## src/rtl/lenet_pkg.sv

```systemverilog
// Shared LeNet-5 pipeline types and helpers.
// Activation width, FSM states and flatten addressing.
package lenet_pkg;

  localparam int datatype_size = 4;

  typedef logic [datatype_size-1:0] act_t;

  typedef enum logic [1:0] {
    IDLE   = 2'd0,
    WRITE  = 2'd1,
    LAUNCH = 2'd2
  } flat_state_t;

  // Channel-major flatten: each channel owns a
  // contiguous block of img_width^2 pixels.
  function automatic int unsigned flat_addr(
    input int unsigned ch,
    input int unsigned pix,
    input int unsigned img_width
  );
    return ch * img_width * img_width + pix;
  endfunction

endpackage

```

## src/rtl/pool_fc_flatten.sv

```systemverilog
// Pool-to-FC adapter: serialises channel vectors
// into the FC input buffer, then launches the FC.
module pool_fc_flatten
  import lenet_pkg::*;
#(
  parameter int input_channels = 16,
  parameter int img_width      = 4,
  localparam int input_size    =
    input_channels * img_width * img_width,
  localparam int aw = $clog2(input_size),
  localparam int cw = $clog2(input_channels),
  localparam int pw = $clog2(img_width * img_width)
) (
  input  logic                       clk,
  input  logic                       rst,
  input  logic                       i_valid,
  input  logic [input_channels-1:0]
               [datatype_size-1:0]   i_data,
  output logic                       o_busy,
  input  logic                       i_fc_busy,
  output logic                       o_ibuf_we,
  output act_t                       o_ibuf_wr_data,
  output logic [aw-1:0]              o_ibuf_addr,
  output logic                       o_start
);

  flat_state_t state_q, state_d;

  logic [cw-1:0] ch_q;
  logic [pw-1:0] pix_q;
  logic [input_channels-1:0]
        [datatype_size-1:0] cap_q;

  logic accept;
  logic last_ch;
  logic last_pix;
  logic do_write;
  logic do_launch;

  assign last_ch  = ch_q == cw'(input_channels - 1);
  assign last_pix = pix_q == pw'(img_width * img_width - 1);

  // Handshake and per-state qualifiers.
  always_comb begin
    o_busy    = (state_q != IDLE) | i_fc_busy;
    accept    = i_valid & ~o_busy;
    do_write  = (state_q == WRITE) & ~i_fc_busy;
    do_launch = (state_q == LAUNCH) & ~i_fc_busy;
  end

  // Next-state logic.
  always_comb begin
    state_d = state_q;
    unique case (state_q)
      IDLE:
        if (accept) state_d = WRITE;
      WRITE:
        if (do_write && last_ch)
          state_d = last_pix ? LAUNCH : IDLE;
      LAUNCH:
        if (do_launch) state_d = IDLE;
      default:
        state_d = IDLE;
    endcase
  end

  // State register.
  always_ff @(posedge clk or negedge rst) begin
    if (!rst) state_q <= IDLE;
    else      state_q <= state_d;
  end

  // Capture, counters and registered ibuf/start outputs.
  always_ff @(posedge clk or negedge rst) begin
    if (!rst) begin
      cap_q          <= '0;
      ch_q           <= '0;
      pix_q          <= '0;
      o_ibuf_we      <= 1'b0;
      o_ibuf_wr_data <= '0;
      o_ibuf_addr    <= '0;
      o_start        <= 1'b0;
    end else begin
      o_ibuf_we <= 1'b0;
      o_start   <= 1'b0;
      if (accept) begin
        cap_q <= i_data;
        ch_q  <= '0;
      end
      if (do_write) begin
        o_ibuf_we      <= 1'b1;
        o_ibuf_wr_data <= cap_q[ch_q];
        o_ibuf_addr    <= aw'(flat_addr(
          32'(ch_q), 32'(pix_q), img_width));
        if (last_ch) begin
          ch_q <= '0;
          if (!last_pix) pix_q <= pix_q + 1'b1;
        end else begin
          ch_q <= ch_q + 1'b1;
        end
      end
      if (do_launch) begin
        o_start <= 1'b1;
        pix_q   <= '0;
      end
    end
  end

endmodule

```

## config.mk

```make
export PLATFORM = sky130hd
export DESIGN_NAME = pool_fc_flatten
export DESIGN_NICKNAME = d
export VERILOG_FILES = /design/src/rtl/lenet_pkg.sv /design/src/rtl/pool_fc_flatten.sv
export SDC_FILE = /design/constraint.sdc
export NUM_CORES = 1
export LEC_CHECK = 0
export ABC_AREA = 1
export BUFFER_PORTS_ARGS = -buffer_cell sky130_fd_sc_hd__buf_2
export CORE_MARGIN = 1
export CORE_UTILIZATION = 45
export DETAILED_ROUTE_END_ITERATION = 6
export GPL_ROUTABILITY_DRIVEN = 0
export PLACE_DENSITY = 0.67
export SETUP_SLACK_MARGIN = 0.3
export SYNTH_ARGS = -nofsm -noshare
export SYNTH_HDL_FRONTEND = slang
export SYNTH_SLANG_ARGS = --single-unit
```

## constraint.sdc

```tcl
create_clock -name clk -period 1.9 [get_ports clk]
set_clock_uncertainty 0.1 [all_clocks]
set_input_delay 0.095 -clock clk [delete_from_list [all_inputs] [get_ports clk]]
set_output_delay 0.095 -clock clk [all_outputs]
set_load 0.02 [all_outputs]
```

==> results.yml <==
final_layout:
  diodes: 0
  fin_util_pct: 62.89
  syn_to_final_growth_pct: 34.18
  layoutNonFillerInstCount: 785
  num-nets-final: 743
  drive_above_1_share_pct: 19.50
  finalInstanceArea_sq_mm: 0.005512
die:
  die_y_microns: 97.54
  fp.dieW_microns: 97.54
  initial_core_util_pct: 46.87
  pin_count: 83
  num_rows: 34
  core_sq_mm: 0.008763
  dieArea_sq_mm: 0.009514
clock_network:
  clockBufferDepth: 2
  root_buffer: "clkbuf_8"
  clkTransAtPathRegs_ns: 0.09
  clock-sinks: 88
  clock_latency_ns: 0.36
  h-tree-depth: 3
  cts_tree: "yes"
  numCtsBuffers: 9
synth:
  netlist_area_sq_mm: 0.004108
  async_reset_ff_share_pct: 100.0
  synth-edff-count: 0
  synth_seq_cells: 88
  synth_simple_gate_area_share_pct: 34.57
  yosys_most_used_dff: "dfrtp_1"
  ys_top_cells_by_area: "dfrtp_1 54%, nand2_1 26%, nand3_1 5.5%, o21ai_1 2.6%, buf_4 1.8%"
  synth_cell_types: 28
  synth_top_family_by_area: "simple AND/OR/NAND/NOR gates"
  synth_mux_area_share_pct: 0
  yosysWarnings: 0
  synth.most_common_cell: "nand2_1"
  synth_top_area_share_pct: 53.61
  syn_avg_cell_area_sq_um: 7.869
  synthAdderAreaFrac_pct: 0.6092
  synth_top_area_cell: "dfrtp_1"
  synth_common_cells: "282 x nand2_1, 88 x dfrtp_1, 45 x nand3_1"
  ys_seq_area_share_pct: 53.61
  synth-compound-area-share_pct: 3.960
  yosys.area_share.xor_xnor_pct: 0.6397
  syn_nets: 592
  syn_inst: 522
timing:
  rsz0062_at_grt: "yes"
  finalSetupViolCount: 0
  post-route-min-period_ns: 1.472
  finalHoldViolations: 0
  whs_ns: 0.1395
  max_slew.worst_pin.slew_ns: 0.4893
  setup_tns_ns: 0
  post-route-period-util_pct: 77.45
  maxSlewViolCount: 0
  finalWorstSetupSlack_ns: 0.4285
  slew_headroom_pct: 67.38
  fmax_ghz: 0.6796
setup_path:
  start_kind: "register"
  critPathBufInv: 2
  required_ns: 2.09
  ff2ff_setup_slack_ns: 0.43
  reg2regPathDepth: 8
  crit_cells: 8
  r2r-end: "pix_q[3]"
  crit_family: "simple AND/OR/NAND/NOR gates"
  critPathCapture: "pix_q[3]"
  crit_start: "state_q[1]"
  worstSetupPathType: "register to register"
  cp_cell_sequence: "inv_1 > nand2_2 > nor2_4 > buf_4 > nand3_1 > nand2_2 > nand3_1 > o21ai_1"
  cp.arrival_ns: 1.66
  critical_path.max_stage_delay_ns: 0.39
  regToRegStartpoint: "state_q[1]"
  end_kind: "register"
  critPathMaxFanout: 7
  crit_slowest_cell: "dfrtp_1"
detailed_routing:
  routed_wl_microns: 10820
  route.antenna.remaining_nets: 0
  wl_per_cell_microns: 13.79
  dr.pass1.iters: 6
  viasPerCell: 4.922
  vias: 3864
  drtIter0Drc: 262
  drc: 0
place:
  pre_cts_ws_ns: 0.3726
  placedCellCount: 696
  dpl-instance-area_sq_mm: 0.004572
  hpwl_microns: 6322
  port_buffers: 82
pwr:
  p_leak_nw: 2.907
  powerDensity_mw_per_mm2: 1379
  ir_drop_mv: 0.5805
  clockPowerShare_pct: 15.6
  switchingPower_mw: 3.060
  p_seq_share_pct: 43.3
  finalPower_mw: 7.599
  p_sw_share_pct: 40.26
  p_int_mw: 4.539
  combPwrFrac_pct: 41.1
global_route:
  antenna_found_initial: 0
  grt_pass1_wl_microns: 17290
  grt_max_degree: 73
  grt_pass1_vias: 3762
  grtUsageTotal_pct: 22.48
  grt-ovfl-total: 0
job:
  max-cap-violations: 0
hold_path:
  hold_path.class: "input port to async pin"
outcome:
  status: "finished, final reports clean"
-- state kept, by name, summed over array words and instances (netlist names) --
| register | cells |
|---|---|
| ch_q | 4 |
| o_ibuf_wr_data | 4 |
| state_q | 2 |
| cap_q | 64 |
| o_start | 1 |
| o_ibuf_addr | 8 |
| pix_q | 4 |
| o_ibuf_we | 1 |
-- final cells by class --
type                       count  area, sq um
clock buffer                  12        155.1
multi-input combinational    387         1634
clock inverter                 3        17.52
inverter                      20        85.08
tap                          108        135.1
fill                         793         3252
sequential                    88         2205
timing repair buffer         167         1280
-- power by group through the flow --
stage | Sequential [mW] | Clock (mW) | Combinational (mW)
final | 3.29 | 1.18 | 3.13
after CTS | 3.28 | 1.22 | 2.99
after global placement | 3.28 | 0 | 2.83
after floorplan | 3.30 | 0 | 2.17
after global routing | 3.40 | 1.29 | 3.55
after detailed placement | 3.31 | 0 | 2.86
-- kinds of logic after synthesis --
| family | count (synthesis) |
|---|---|
| buffers and inverters | 47 |
| xor gates and xnor gates | 3 |
| DFF | 88 |
| AOI/OAI and AO/OA | 30 |
| and+or+nand+nor | 352 |
| adders and majority gates | 2 |
-- what timing repair did --
action                                  CTS  global route
setup buffers                             0             6
gates resized for setup                   0             5
hold buffers                             66             0
endpoints found under the setup margin    0            11
hold endpoints to repair                102             0
-- metal layers --
layer / vias up / track usage, % / wire length (microns)
met5: - / 0 / 0
li1: 1927 / - / -
met2: 120 / 37.22 / 5239
met3: 16 / 4.029 / 513
met4: 0 / 5.543 / 159
met1: 1801 / 30.64 / 4912
-- worst min-delay path by stage --
stage,end,cells past startpoint,slack [ns]
after floorplan,cap_q[0],0,-0.30
after global placement,cap_q[29],1,-0.01
after detailed placement,cap_q[29],1,-0.008
after CTS,cap_q[29],2,0.15
after global routing,cap_q[29],2,0.19
final,cap_q[29],2,0.14
-- cell usage in the layout, fill, tap and decap left out, types with 2 or more instances in the layout --
cell type	n
nand4_1	2
o211ai_1	4
clkinv_2	2
xor2_1	3
buf_2	81
inv_4	2
inv_1	12
dfrtp_2	2
ha_1	2
nand3_1	45
nand2_2	2
a21oi_1	2
dlygate4sd3_1	66
dfrtp_1	86
buf_12	2
o21ai_1	21
buf_4	15
nand2_1	282
clkbuf_16	2
nor2_2	3
clkbuf_8	11
inv_2	4
nor2_1	13
Note: power is estimated with default switching activity, not from simulation.
